`src/rtl/ov7670_pkg.sv`:
```
// Shared types and constants for the OV7670 pixel capture path.
package ov7670_pkg;

  typedef enum logic [1:0] {
    ST_WAIT_CFG   = 2'd0,
    ST_WAIT_FRAME = 2'd1,
    ST_ACTIVE     = 2'd2
  } cap_state_e;

  localparam int RGB565_W = 16;
  localparam int R_MSB    = 15;
  localparam int R_LSB    = 11;
  localparam int G_MSB    = 10;
  localparam int G_LSB    = 5;
  localparam int B_MSB    = 4;
  localparam int B_LSB    = 0;

  localparam int H_ACTIVE_DEF = 640;
  localparam int V_ACTIVE_DEF = 480;

  // The sensor sends R/G-high first, so the first byte is the pixel MSB.
  function automatic logic [RGB565_W-1:0] pack_rgb565(input logic [7:0] hi_b,
                                                      input logic [7:0] lo_b);
    return {hi_b, lo_b};
  endfunction

endpackage

```
`src/rtl/ov7670_byte_pair.sv`:
```
// Pairs consecutive HREF-high bytes into one RGB565 pixel; phase restarts whenever HREF drops.
module ov7670_byte_pair
  import ov7670_pkg::*;
(
  input  logic                clk,
  input  logic                rst_n,
  input  logic                en_i,
  input  logic                href_i,
  input  logic [7:0]          d_i,
  output logic                phase_o,
  output logic                pix_valid_o,
  output logic [RGB565_W-1:0] pixel_o
);

  logic       phase_q, phase_d;
  logic [7:0] hi_q, hi_d;

  always_comb begin
    phase_d = 1'b0;
    hi_d    = hi_q;
    if (en_i && href_i) begin
      phase_d = ~phase_q;
      if (!phase_q) hi_d = d_i;
    end
  end

  always_ff @(posedge clk or negedge rst_n) begin
    if (!rst_n) begin
      phase_q <= 1'b0;
      hi_q    <= 8'd0;
    end else begin
      phase_q <= phase_d;
      hi_q    <= hi_d;
    end
  end

  assign phase_o     = phase_q;
  assign pix_valid_o = en_i & href_i & phase_q;
  assign pixel_o     = pack_rgb565(hi_q, d_i);

endmodule

```
`src/rtl/ov7670_capture.sv`:
```
// OV7670 capture: VSYNC/HREF framing, RGB565 pixel writes with linear addresses.
// Optional 2x2 decimation when OV7670_CAPTURE_DECIMATE_EN is defined.
module ov7670_capture
  import ov7670_pkg::*;
#(
  parameter int H_ACTIVE = H_ACTIVE_DEF,
  parameter int V_ACTIVE = V_ACTIVE_DEF,
  parameter int ADDR_W   = 19
) (
  input  logic                clk,
  input  logic                rst_n,
  input  logic                config_finished,
  input  logic                vsync,
  input  logic                href,
  input  logic [7:0]          d,
  output logic                we,
  output logic [ADDR_W-1:0]   addr,
  output logic [RGB565_W-1:0] dout,
  output logic                frame_done,
  output logic [7:0]          frame_count,
  output logic                line_err,
  output logic                overflow
);

`ifdef OV7670_CAPTURE_DECIMATE_EN
  localparam bit DECIMATE = 1'b1;
  localparam int LIMIT    = (H_ACTIVE / 2) * (V_ACTIVE / 2);
`else
  localparam bit DECIMATE = 1'b0;
  localparam int LIMIT    = H_ACTIVE * V_ACTIVE;
`endif

  // One spare bit so the counter can reach LIMIT even when LIMIT == 2**ADDR_W.
  localparam int CW = ADDR_W + 1;
  localparam int XW = $clog2(H_ACTIVE + 1) + 1;
  localparam logic [CW-1:0] LIMIT_C = CW'(LIMIT);
  localparam logic [XW-1:0] H_C     = XW'(H_ACTIVE);

  cap_state_e          state_q;
  logic                vsync_q, href_q;
  logic [XW-1:0]       x_q;
  logic                y_odd_q;
  logic [CW-1:0]       cnt_q;
  logic                we_q;
  logic [ADDR_W-1:0]   addr_q;
  logic [RGB565_W-1:0] dout_q;
  logic                frame_done_q;
  logic [7:0]          frame_count_q;
  logic                line_err_q;
  logic                overflow_q;

  logic                bp_en, phase, pix_valid, keep_pix;
  logic [RGB565_W-1:0] pixel;
  logic                vsync_fall, vsync_rise, href_fall;

  assign bp_en      = (state_q == ST_ACTIVE) && config_finished;
  assign vsync_fall = vsync_q & ~vsync;
  assign vsync_rise = ~vsync_q & vsync;
  assign href_fall  = href_q & ~href;
  assign keep_pix   = DECIMATE ? (~x_q[0] & ~y_odd_q) : 1'b1;

  ov7670_byte_pair u_byte_pair (
    .clk         (clk),
    .rst_n       (rst_n),
    .en_i        (bp_en),
    .href_i      (href),
    .d_i         (d),
    .phase_o     (phase),
    .pix_valid_o (pix_valid),
    .pixel_o     (pixel)
  );

  always_ff @(posedge clk or negedge rst_n) begin
    if (!rst_n) begin
      state_q       <= ST_WAIT_CFG;
      vsync_q       <= 1'b0;
      href_q        <= 1'b0;
      x_q           <= '0;
      y_odd_q       <= 1'b0;
      cnt_q         <= '0;
      we_q          <= 1'b0;
      addr_q        <= '0;
      dout_q        <= '0;
      frame_done_q  <= 1'b0;
      frame_count_q <= 8'd0;
      line_err_q    <= 1'b0;
      overflow_q    <= 1'b0;
    end else begin
      vsync_q      <= vsync;
      href_q       <= href;
      we_q         <= 1'b0;
      frame_done_q <= 1'b0;
      if (!config_finished) begin
        state_q <= ST_WAIT_CFG;
      end else begin
        case (state_q)
          ST_WAIT_CFG: state_q <= ST_WAIT_FRAME;
          ST_WAIT_FRAME: begin
            if (vsync_fall) begin
              state_q    <= ST_ACTIVE;
              cnt_q      <= '0;
              x_q        <= '0;
              y_odd_q    <= 1'b0;
              line_err_q <= 1'b0;
              overflow_q <= 1'b0;
            end
          end
          ST_ACTIVE: begin
            if (pix_valid) begin
              // x saturates so an overlong line can never wrap back to H_ACTIVE.
              if (x_q != '1) x_q <= x_q + XW'(1);
              if (keep_pix) begin
                if (cnt_q == LIMIT_C) begin
                  overflow_q <= 1'b1;
                end else begin
                  we_q   <= 1'b1;
                  addr_q <= cnt_q[ADDR_W-1:0];
                  dout_q <= pixel;
                  cnt_q  <= cnt_q + CW'(1);
                end
              end
            end
            if (href_fall) begin
              if ((x_q != H_C) || phase) line_err_q <= 1'b1;
              x_q     <= '0;
              y_odd_q <= ~y_odd_q;
            end
            if (vsync_rise) begin
              frame_done_q  <= 1'b1;
              frame_count_q <= frame_count_q + 8'd1;
              state_q       <= ST_WAIT_FRAME;
            end
          end
          default: state_q <= ST_WAIT_CFG;
        endcase
      end
    end
  end

  assign we          = we_q;
  assign addr        = addr_q;
  assign dout        = dout_q;
  assign frame_done  = frame_done_q;
  assign frame_count = frame_count_q;
  assign line_err    = line_err_q;
  assign overflow    = overflow_q;

endmodule

```
`config.mk`:
```
export PLATFORM = sky130hd
export DESIGN_NAME = ov7670_capture
export DESIGN_NICKNAME = d
export VERILOG_FILES = /design/src/rtl/ov7670_pkg.sv /design/src/rtl/ov7670_byte_pair.sv /design/src/rtl/ov7670_capture.sv
export SDC_FILE = /design/constraint.sdc
export NUM_CORES = 1
export LEC_CHECK = 0
export CORE_UTILIZATION = 45
export CTS_CLUSTER_DIAMETER = 100
export DETAILED_ROUTE_END_ITERATION = 10
export HOLD_SLACK_MARGIN = 0.02
export PLACE_DENSITY = 0.7
export SLEW_MARGIN = 20
export SYNTH_ARGS = -nofsm -noshare
export SYNTH_HDL_FRONTEND = slang
export SYNTH_SLANG_ARGS = --single-unit
```
`constraint.sdc`:
```
create_clock -name clk -period 2.2 [get_ports clk]
set_input_delay 0.44 -clock clk [delete_from_list [all_inputs] [get_ports clk]]
set_output_delay 0.44 -clock clk [all_outputs]
set_load 0.1 [all_outputs]
```
After elaboration in Yosys (flattened, before gate mapping)
Index checks and enable logic that the tools add are counted.
{"block": "word_totals", "register_bits": 91, "input_bits": 13, "output_inout_bits": 47, "wordCells": 83}
{"block": "op_classes", "add_sub_neg": 3, "eq_ne": 15, "mux": 28, "bitwise": 10, "reduce_logical": 13}
{"operator": "$mux 20", "n": 3}
{"operator": "$mux 11", "n": 4}
{"operator": "$pmux 20 s2", "n": 1}
{"operator": "$pmux 11 s2", "n": 1}
{"operator": "$add 20x1->20 const B", "n": 1}
{"operator": "$eq 20x19->1 const B", "n": 1}
{"operator": "$reduce_and 5->1", "n": 4}
{"operator": "$mux 1", "n": 13}
{"operator": "$add 11x1->11 const B", "n": 1}
{"operator": "$ne 11x10->1 const B", "n": 1}
{"operator": "$ne 11x11->1 const B", "n": 1}
{"operator": "$ne 3x3->1 const B", "n": 3}
{"operator": "$add 8x1->8 const B", "n": 1}
{"operator": "$ne 2x2->1 const B", "n": 4}
{"operator": "$mux 2", "n": 3}
{"operator": "$pmux 2 s3", "n": 1}
{"operator": "$and 1x1->1", "n": 5}
{"operator": "$not 1->1", "n": 5}
{"operator": "$ne 2x1->1 const B", "n": 2}
{"operator": "$pmux 1 s2", "n": 2}
{"operator": "$reduce_and 2->1", "n": 2}
{"operator": "$reduce_and 4->1", "n": 1}
{"operator": "$ne 3x2->1 const B", "n": 1}
{"operator": "$reduce_and 3->1", "n": 1}
{"operator": "6 further kinds", "n": 7}

Longest topological paths before layout
{"block": "logic_depth", "ltp_word": 7, "mapped_depth": 9, "ltp_nobuf": 7}

Hierarchy
From an unflattened synthesis, not the netlist that was laid out.
{"block": "hier_totals", "hier_cells": 385, "hier_area_um2": 4406.7}
{"module": "ov7670_capture", "n_inst": 1, "cells_each": 357, "area_per_inst_um2": 4000.1, "seq_area_each_um2": 2052.0}
{"module": "ov7670_byte_pair", "n_inst": 1, "cells_each": 28, "area_per_inst_um2": 406.6, "seq_area_each_um2": 225.2}

Least setup slack after synthesis
Ideal clock, no wire load.
{"block": "synth_timing", "path_type": "register to register", "startpoint": "register cnt_q[0]", "endpoint": "register addr_q[10], in the netlist addr[10]", "setup_time_ns": 0.126, "arrival_time_ns": 1.823, "t_required_ns": 2.074, "path_slack_ns": 0.251, "path_stages_with_launch": 8, "n_path_buf": 1, "synth_period_minus_slack_ns": 1.949, "cell_sequence": "dfrtp_1 inv_1 ha_1 nor4bb_1 nand4_1 o21ai_2 buf_4 mux2_2"}
{"block": "synth_via", "elab_chain_len": 3}
{"element": "start: declaration", "line": "ov7670_capture.sv:43", "text": "logic [CW-1:0] cnt_q;"}
{"element": "start signal: assignment", "line": "ov7670_capture.sv:119", "text": "cnt_q <= cnt_q + CW'(1);"}
{"element": "$eq 20x19->1", "line": "ov7670_capture.sv:113", "text": "if (cnt_q == LIMIT_C) begin"}
{"element": "$not 1->1 (no line)"}
{"element": "$reduce_and 4->1 (no line)"}
{"element": "end signal: assignment", "line": "ov7670_capture.sv:117", "text": "addr_q <= cnt_q[ADDR_W-1:0];"}
{"element": "end: declaration", "line": "ov7670_capture.sv:45", "text": "logic [ADDR_W-1:0] addr_q;"}
No other way between the ends.
A chain may end at the register's enable or synchronous reset.

Worst setup path in the final report
{"block": "layout_timing", "startpoint": "register cnt_q[0]", "endpoint": "register addr_q[4], in the netlist addr[4]"}
The elaborated chain is that of the path after synthesis.

==> impl_metrics.yaml <==
timing:
  setup_viol: 3
  holdWs_ps: 59.24
  fmax_mhz: 452.1
  tns_ps: -20.97
  tightestPinTransition_ps: 577.1
  finalHoldViolations: 0
  slew_headroom_pct: 61.52
  finalMaxSlewViolations: 0
  fin_crit_ps: 2212
  fin_ws_ps: -11.87
  layout_worst_path_cycle_share_pct: 100.5
  skew_ps: 14.62
worst_setup_path:
  cp-start-kind: "flip-flop"
  critPathMaxStageDelay_ps: 400
  crit_fanout: 5
  crit_family: "buffers and inverters"
  slowest_stage: "dfrtp_1"
  arrival_ps: 2470
  worst-path-buf-inv: 4
  worstPathRequired_ps: 2460
  cp_cell_sequence: "inv_1 > ha_1 > nor4bb_2 > nand4_1 > buf_4 > o21ai_4 > buf_6 > clkbuf_2 > mux2_2"
  crit_type: "reg -> reg"
  endpoint_kind: "flip-flop"
place:
  gp_congestion: 0.8843
  hpwl_um: 6544
  port_buffers: 59
  place_ws_ps: -51.97
  dp_cells: 575
pwr:
  swShare_pct: 34.40
  peakVddDrop_v: 0.0004570
  comb_power_share_pct: 24.1
  clkPwrFrac_pct: 29.6
  p_int_mw: 2.642
  seq_power_share_pct: 46.3
  powerDensity_mw_per_mm2: 733.0
  total_leakage_power_nw: 2.754
  power_switching_mw: 1.386
  p_total_mw: 4.028
grt:
  grt_pass1_vias: 3255
  overflow: 0
  antenna_found_initial: 0
  grt_usage_pct: 20.63
  use_met2_pct: 32.11
  grt_use_met1_pct: 28.33
  use_met3_pct: 4.539
  grt_pass1_wl_um: 15900
  grt_max_degree: 45
  grt-busiest-layer: "met2"
logic_synthesis:
  synth.net_count: 404
  netlist_area_sq_mm: 0.004223
  netlist_instances: 382
  yosys.area.top_type: "dfrtp_1"
  ys_warn_count: 0
  synth-edff-count: 0
  syn-mean-instance-area_sq_um: 11.05
  yosysSeqAreaShare_pct: 53.93
  synthFlopType: "dfrtp_1"
  synth_cell_types: 52
  synthTopCellsByArea: "dfrtp_1 54%, mux2_2 9.1%, nand2_1 5.2%"
  async_flop_share_pct: 100.0
  synth_seq_cells: 91
  yosysTopAreaCellShare_pct: 53.93
final_layout:
  fin_cells: 606
  drive_above_1_share_pct: 33.73
  area_growth_pct: 30.13
  seq_area_sq_mm: 0.002278
  fill_cells: 749
  final_common_cell: "dfrtp_1"
  diodes: 0
  num-nets-final: 515
  layout_common_cells: "90 x dfrtp_1, 89 x buf_4, 58 x nand2_1"
  multi_input_area_sq_mm: 0.001872
clocking:
  htree_levels: 3
  cts_sinks: 91
  cts-root-buf: "clkbuf_8"
  clk_pin_slew_ps: 90
  clockBufferDepth: 2
  cts_tree: "yes"
  insertion_delay_ps: 360
  numCtsBuffers: 9
floorplan:
  io_pins: 60
  die_h_um: 98.87
  start_util_pct: 47.50
  rows: 34
  core-area_sq_mm: 0.008891
  die_area_sq_mm: 0.009775
  die-width_um: 98.87
detailed_routing:
  avgViaCountPerCell: 5.624
  drt_first_pass_iters: 4
  drtIter0Drc: 164
  wirelength_um: 9764
  wire_per_inst_um: 16.11
  route.detailed.drc: 0
  ant_nets: 0
  via_count: 3408
hold_path:
  hold_path.class: "in -> async"
status:
  status: "complete, but fails checks"
  violations: "setup timing"
job:
  drv_cap: 0
-- worst register-to-register path, cell delays in order (launching register included) --
cell      delay, ps
dfrtp_1         400
inv_1            90
ha_1            180
nor4bb_2        230
nand4_1         160
buf_4           180
o21ai_4         250
buf_6           150
clkbuf_2        150
mux2_2          340
-- timing repair --
action | in CTS | in global routing
setup buffers | 3 | 9
gates resized for setup | 0 | 14
setup endpoints to repair | 18 | 47
pin swaps | 2 | 2
gates cloned | 1 | 2
hold buffers | 0 | 0
-- stage by stage --
step                      util [%]  cell area, sq um
after floorplan                  -              4223
after global placement       57.11              5077
after detailed placement     57.11              5077
after CTS                    59.81              5318
after global routing         61.81              5495
final                        61.81              5495
-- routing by layer --
layer | up-vias | routed length [um]
met5 | - | 0
met4 | 0 | 147
met3 | 14 | 591
met2 | 111 | 4571
met1 | 1671 | 4452
li1 | 1612 | -
-- power groups by stage --
stage	combinational, mW	sequential (mW)	clock, mW
final	0.969	1.86	1.19
after global routing	1.05	1.88	1.29
after CTS	0.960	1.87	1.22
after detailed placement	0.956	1.90	0
after global placement	0.941	1.89	0
after floorplan	0.382	2.15	0
-- cells in the mapped netlist, types with 5 or more instances --
library cell  count
nor2_1           15
and3_1           11
nand4_1           9
inv_1            14
o211ai_1          5
mux2i_1           5
mux2_2           34
nand2_1          58
or4_1             7
nand3_1          21
nor3_1            6
a21oi_1           6
ha_1              9
dfrtp_1          91
nor4_1            6
xnor2_1           5
o21ai_0          11
-- worst paths after layout --
path,start,endpoint,slack (ps),cells after the start
setup / recovery,cnt_q[0],addr[4],-10,9
hold / removal,rst_n,dout[4],60,1
setup reg to reg,cnt_q[0],addr[4],-10,9
hold reg to reg,frame_count[7],frame_count[7],470,1
max in group asynchronous,rst_n,x_q[2],1570,2
min in group clk,frame_count[7],frame_count[7],470,1
-- logic make-up after synthesis --
logic type | count (synthesis) | share of synthesized area (%)
and+or+nand+nor | 150 | 18.07
adders and majority gates | 9 | 2.667
AOI/OAI and AO/OA | 59 | 10.37
DFF | 91 | 53.93
xor gates and xnor gates | 7 | 1.452
muxes | 39 | 10.25
buffers and inverters | 27 | 3.259
-- flip-flops by register name, summed over array words and instances (netlist names), 2 cells and up --
register and cells:
addr 19, cnt_q 20, dout 16, frame_count 8, state_q 2, u_byte_pair.hi_q 8
x_q 11
-- layout make-up --
cell class / instances / area share [%]
Timing Repair Buffer: 111 / 17.19
Sequential cell: 91 / 41.46
Clock inverter: 6 / 1.298
Clock buffer: 10 / 2.505
Inverter: 15 / 1.025
Multi-Input combinational cell: 265 / 34.06
Tap cell: 108 / 2.459
Note: power is estimated with default switching activity, not from simulation.
==> edit 1 (same settings) <==
Re-encode `cap_state_e` (3 states) as one-hot, 3 bits wide.
--- a/src/rtl/ov7670_pkg.sv
+++ b/src/rtl/ov7670_pkg.sv
@@ -3,6 +3,6 @@
 
-  typedef enum logic [1:0] {
-    ST_WAIT_CFG   = 2'd0,
-    ST_WAIT_FRAME = 2'd1,
-    ST_ACTIVE     = 2'd2
+  typedef enum logic [2:0] {
+    ST_WAIT_CFG   = 3'b001,
+    ST_WAIT_FRAME = 3'b010,
+    ST_ACTIVE     = 3'b100
   } cap_state_e;
Function: no difference found for any inputs over 10 cycles, from zero or initial values and one cycle with rst_n low; not proved beyond that.
==> edit 1 against the original RTL <==
Critical path depth is 3 lower; synthesized cell count increased by 18%; count of clock-buffer cells in the layout stayed put; synthesized area hardly changed; utilization is 1.2 points lower; worst setup slack improved by 0.069 ns; sequential cell count increased by 1; critical path type unchanged; largest cell class unchanged; critical endpoint is now cnt_q[19]; sequential share of layout area rose by 1.3 points; routed wire length shrank 0.39%; die area hardly changed; final area decreased by 2.0%.
Power is not compared: it rests on default switching activity, and its combinational part moved more than twofold at a synthesized area within 25%.
==> edit 1: results (changes against the original RTL) <==
| Metric | Value |
|---|---|
| CP max stage cell | `or4_4 (was dfrtp_1)` |
| Met1 WL | `4590 µm (was 4450 µm)` |
| Setup crit end | `cnt_q[19] (was addr[4])` |
| Non-filler cells, final | `667 (was 606)` |
| Post-Syn Instances | `452 (was 382)` |
| Share of cells above drive strength 1 | `0.224 (was 0.337)` |
| GP Congestion | `0.866 (was 0.884)` |
| GRT Total Usage | `0.215 (was 0.206)` |
| Wire length on met2 | `4680 µm (was 4570 µm)` |
| Vias in the first global route | `3452 (was 3255)` |
| Worst-case reg-to-reg path depth | `6 (was 9)` |
| Largest net degree at the start of global routing | `57 (was 45)` |
| Mapped Nets | `470 (was 404)` |
| Placed cell areas | `5120 µm² (was 5080 µm²)` |
| R2R Path Start | `cnt_q[7] (was cnt_q[0])` |
| Layout Skew | `0.0143 ns (was 0.0146 ns)` |
| Top cells by area, synth | `dfrtp_1 (54%), nand2_1 (13%), o21ai_0 (2.7%) (was dfrtp_1 (54%), mux2_2 (9.1%), nand2_1 (5.2%))` |
| Placed cell count | `650 (was 575)` |
| Crit path max fanout | `14 (was 5)` |
| GR met1 Demand/Resource | `0.297 (was 0.283)` |
| Final WL | `9730 µm (was 9760 µm)` |
| Status | `completed (was complete, but fails checks)` |
| Layout Nets | `572 (was 515)` |
| Metal3 WL | `338 µm (was 591 µm)` |
| First-pass GRT wire length | `16700 µm (was 15900 µm)` |
| Fillers | `769 (was 749)` |
| Final min period | `2.14 ns (was 2.21 ns)` |
| GRT met3 Usage | `0.0369 (was 0.0454)` |
| DR iter-0 viols | `206 (was 164)` |
| Setup TNS | `0 ns (was -0.0210 ns)` |
| Post-CTS Setup Inserts | `0 (was 3)` |
| Synth cell count leaders | `nand2_1 (150), dfrtp_1 (91), o21ai_0 (23) (was dfrtp_1 (91), nand2_1 (58), mux2_2 (34))` |
## edit 1: cells by family after synthesis
group	count (synthesis)	share of synthesized area
XOR/XNOR	11	0.0228
AO/OA/AOI/OAI	69	0.104
flip-flops	92	0.545
AND/OR/NAND/NOR	244	0.274
adder cells (fa/ha/maj)	5	0.0148
buffers and inverters	29	0.0346
multiplexers	2	0.00503
## edit 1: worst min path at each step
stage / endpoint / slack, ns / depth (start not counted)
3_5_place_dp: x_q[9] / 0.26 / 1
6_report: x_q[7] / 0.41 / 2
3_3_place_gp: x_q[7] / 0.26 / 1
2_1_floorplan: addr[0] / 0.14 / 0
5_1_grt: x_q[9] / 0.40 / 2
4_1_cts: x_q[9] / 0.40 / 2
## edit 1: timing repair
| action | in CTS | in global routing |
|---|---|---|
| hold buffers | 1 | 0 |
| hold endpoints to repair | 5 | 0 |
| setup endpoints to repair | 0 | 28 |
| gates resized for setup | 0 | 8 |
## edit 1: worst max-delay path, delay by kind of cell (launching register included)
family	cells	cell delay, ns
AND/OR/NAND/NOR	3	1.07
AO/OA/AOI/OAI	2	0.47
buffers and inverters	1	0.08
flip-flops	1	0.40
## edit 1: final cells by class
type                       count  area (µm²)  area share
sequential                    92        2300       0.428
multi-input combinational    331        1800       0.334
timing repair buffer         110         900       0.167
clock buffer                  10         138      0.0256
tap                          108         135      0.0251
clock inverter                 6        71.3      0.0132
inverter                      10        42.5     0.00790
## edit 1: power groups by stage
stage | clock network [mW] | logic, mW | registers [mW]
global placement | 0 | 0.308 | 1.82
CTS | 1.22 | 0.312 | 1.79
detailed placement | 0 | 0.310 | 1.82
floorplan | 0 | 0.102 | 1.89
finish | 1.20 | 0.308 | 1.79
global route | 1.29 | 0.337 | 1.80
==> edit 2 (same settings) <==
Without the edit above. `ADDR_W`: 19 -> 23.
--- a/src/rtl/ov7670_capture.sv
+++ b/src/rtl/ov7670_capture.sv
@@ -7,3 +7,3 @@
   parameter int V_ACTIVE = V_ACTIVE_DEF,
-  parameter int ADDR_W   = 19
+  parameter int ADDR_W   = 23
 ) (
Interface: changed (resized addr); port bits go from 60 to 64. No check against the original RTL was run, so the function may have changed too.
==> edit 2 against the original RTL <==
Global-route usage grew 0.38 points; sequential power grew 9%; first-iteration DRC count grew 1.8%; synthesized area grew 8.0%; sequential cell count grew 8; final area grew 10%; final cell count grew 9.7%; worst hold slack gained 0.41 ns; sequential share of layout area shrank 0.53 points; power grew 7.3%; critical path depth is the same; routed wire length grew 12%; worst setup slack gained 0.072 ns; largest cell class unchanged; largest power group unchanged.
==> edit 2: results (changes against the original RTL) <==
| Metric | Value |
|---|---|
| Seq/total area | `0.409 (was 0.415)` |
| Die X | `103 µm (was 98.9 µm)` |
| Multi-input gates | `280 (was 265)` |
| GRT Total Usage | `0.210 (was 0.206)` |
| Wire length on met2 | `5370 µm (was 4570 µm)` |
| Seq/Total Area, Yosys | `0.543 (was 0.539)` |
| # clk buffers | `13 (was 10)` |
| Vias in the first global route | `3654 (was 3255)` |
| First-pass GRT wire length | `16800 µm (was 15900 µm)` |
| NetSw | `1.39 mW (about the same)` |
| Pre-CTS WS | `-0.239 ns (was -0.0520 ns)` |
| CP max stage cell | `or4_1 (was dfrtp_1)` |
| DR iter-0 viols | `167 (was 164)` |
| Crit path max fanout | `9 (was 5)` |
| Vias per std cell | `5.55 (was 5.62)` |
| Crit path max-delay family | `simple AND/OR/NAND/NOR gates (was buffers and inverters)` |
| Sequential Power | `2.03 mW (was 1.86 mW)` |
| Met1 WL | `4750 µm (was 4450 µm)` |
| Largest register FFs | `24 (was 20)` |
| Arr. time, crit path | `2.45 ns (was 2.47 ns)` |
| Hold Path Class | `register to register (was input port to async pin)` |
| Final non-filler cell area | `6070 µm² (was 5500 µm²)` |
| Sequential group share of total power | `0.471 (was 0.463)` |
| Yosys reg bits | `99 (was 91)` |
| DP Wirelength | `7230 µm (was 6540 µm)` |
| GRT met3 Usage | `0.0475 (was 0.0454)` |
| Status | `completed (was complete, but fails checks)` |
| Peak VDD IR | `414 µV (was 457 µV)` |
| Port Buf Inserts | `63 (was 59)` |
| Fillers | `852 (was 749)` |
| Layout Nets | `549 (was 515)` |
| Non-filler cells, final | `665 (was 606)` |
| Mapped Nets | `433 (was 404)` |
| Met2 Usage GRT | `0.345 (was 0.321)` |
| LEAKAGE | `3.11 nW (was 2.75 nW)` |
| Max-slew headroom | `0.667 (was 0.615)` |
==> edit 2: changes by cell type after synthesis, sizes merged, moves of 4 or more <==
cell / delta
o21ai: +5
a211oi: -4
nand3: +5
nor2: -7
or3: +6
a211o: +4
nand2: -8
dfrtp: +8
clkbuf: +5
mux2: +7
nand4: +4
==> edit 2: cell families (layout without fill, tap and decap cells) <==
kind of cell             count (synthesis)  in the layout  share of synthesized area
AO/OA/AOI/OAI                           58             58                     0.0856
multiplexers                            49             49                      0.119
flip-flops                              99             99                      0.543
AND/OR/NAND/NOR                        157            157                      0.185
XOR/XNOR                                 7              7                     0.0134
buffers and inverters                   32            153                     0.0294
adder cells (fa/ha/maj)                  9              9                     0.0247
==> edit 2: what timing repair did <==
action,CTS,global route
hold buffers,1,0
cloned,0,4
pin swaps,1,5
endpoints found under the setup margin,24,58
setup buffers,0,10
resized for setup,2,48
endpoints found under the hold margin,21,0
==> edit 2: final timing paths <==
| kind | start | end | depth (start not counted) | slack [ns] |
|---|---|---|---|---|
| max reg2reg | state_q[1] | cnt_q[15] | 9 | 0.06 |
| min | u_byte_pair.hi_q[7] | u_byte_pair.hi_q[7] | 2 | 0.47 |
| max | state_q[1] | cnt_q[15] | 9 | 0.06 |
| min reg2reg | u_byte_pair.hi_q[7] | u_byte_pair.hi_q[7] | 2 | 0.47 |
| max in group asynchronous | rst_n | cnt_q[8] | 3 | 1.03 |
| min in group asynchronous | rst_n | u_byte_pair.hi_q[2] | 2 | 0.49 |
==> edit 2: worst reg2reg max path, cell delays in order (launching register included) <==
cell,delay (ns)
dfrtp_1,0.44
inv_2,0.07
ha_1,0.30
nand2_1,0.08
a211oi_2,0.20
o21ai_1,0.09
buf_4,0.17
buf_4,0.13
or4_1,0.50
o21ai_1,0.09
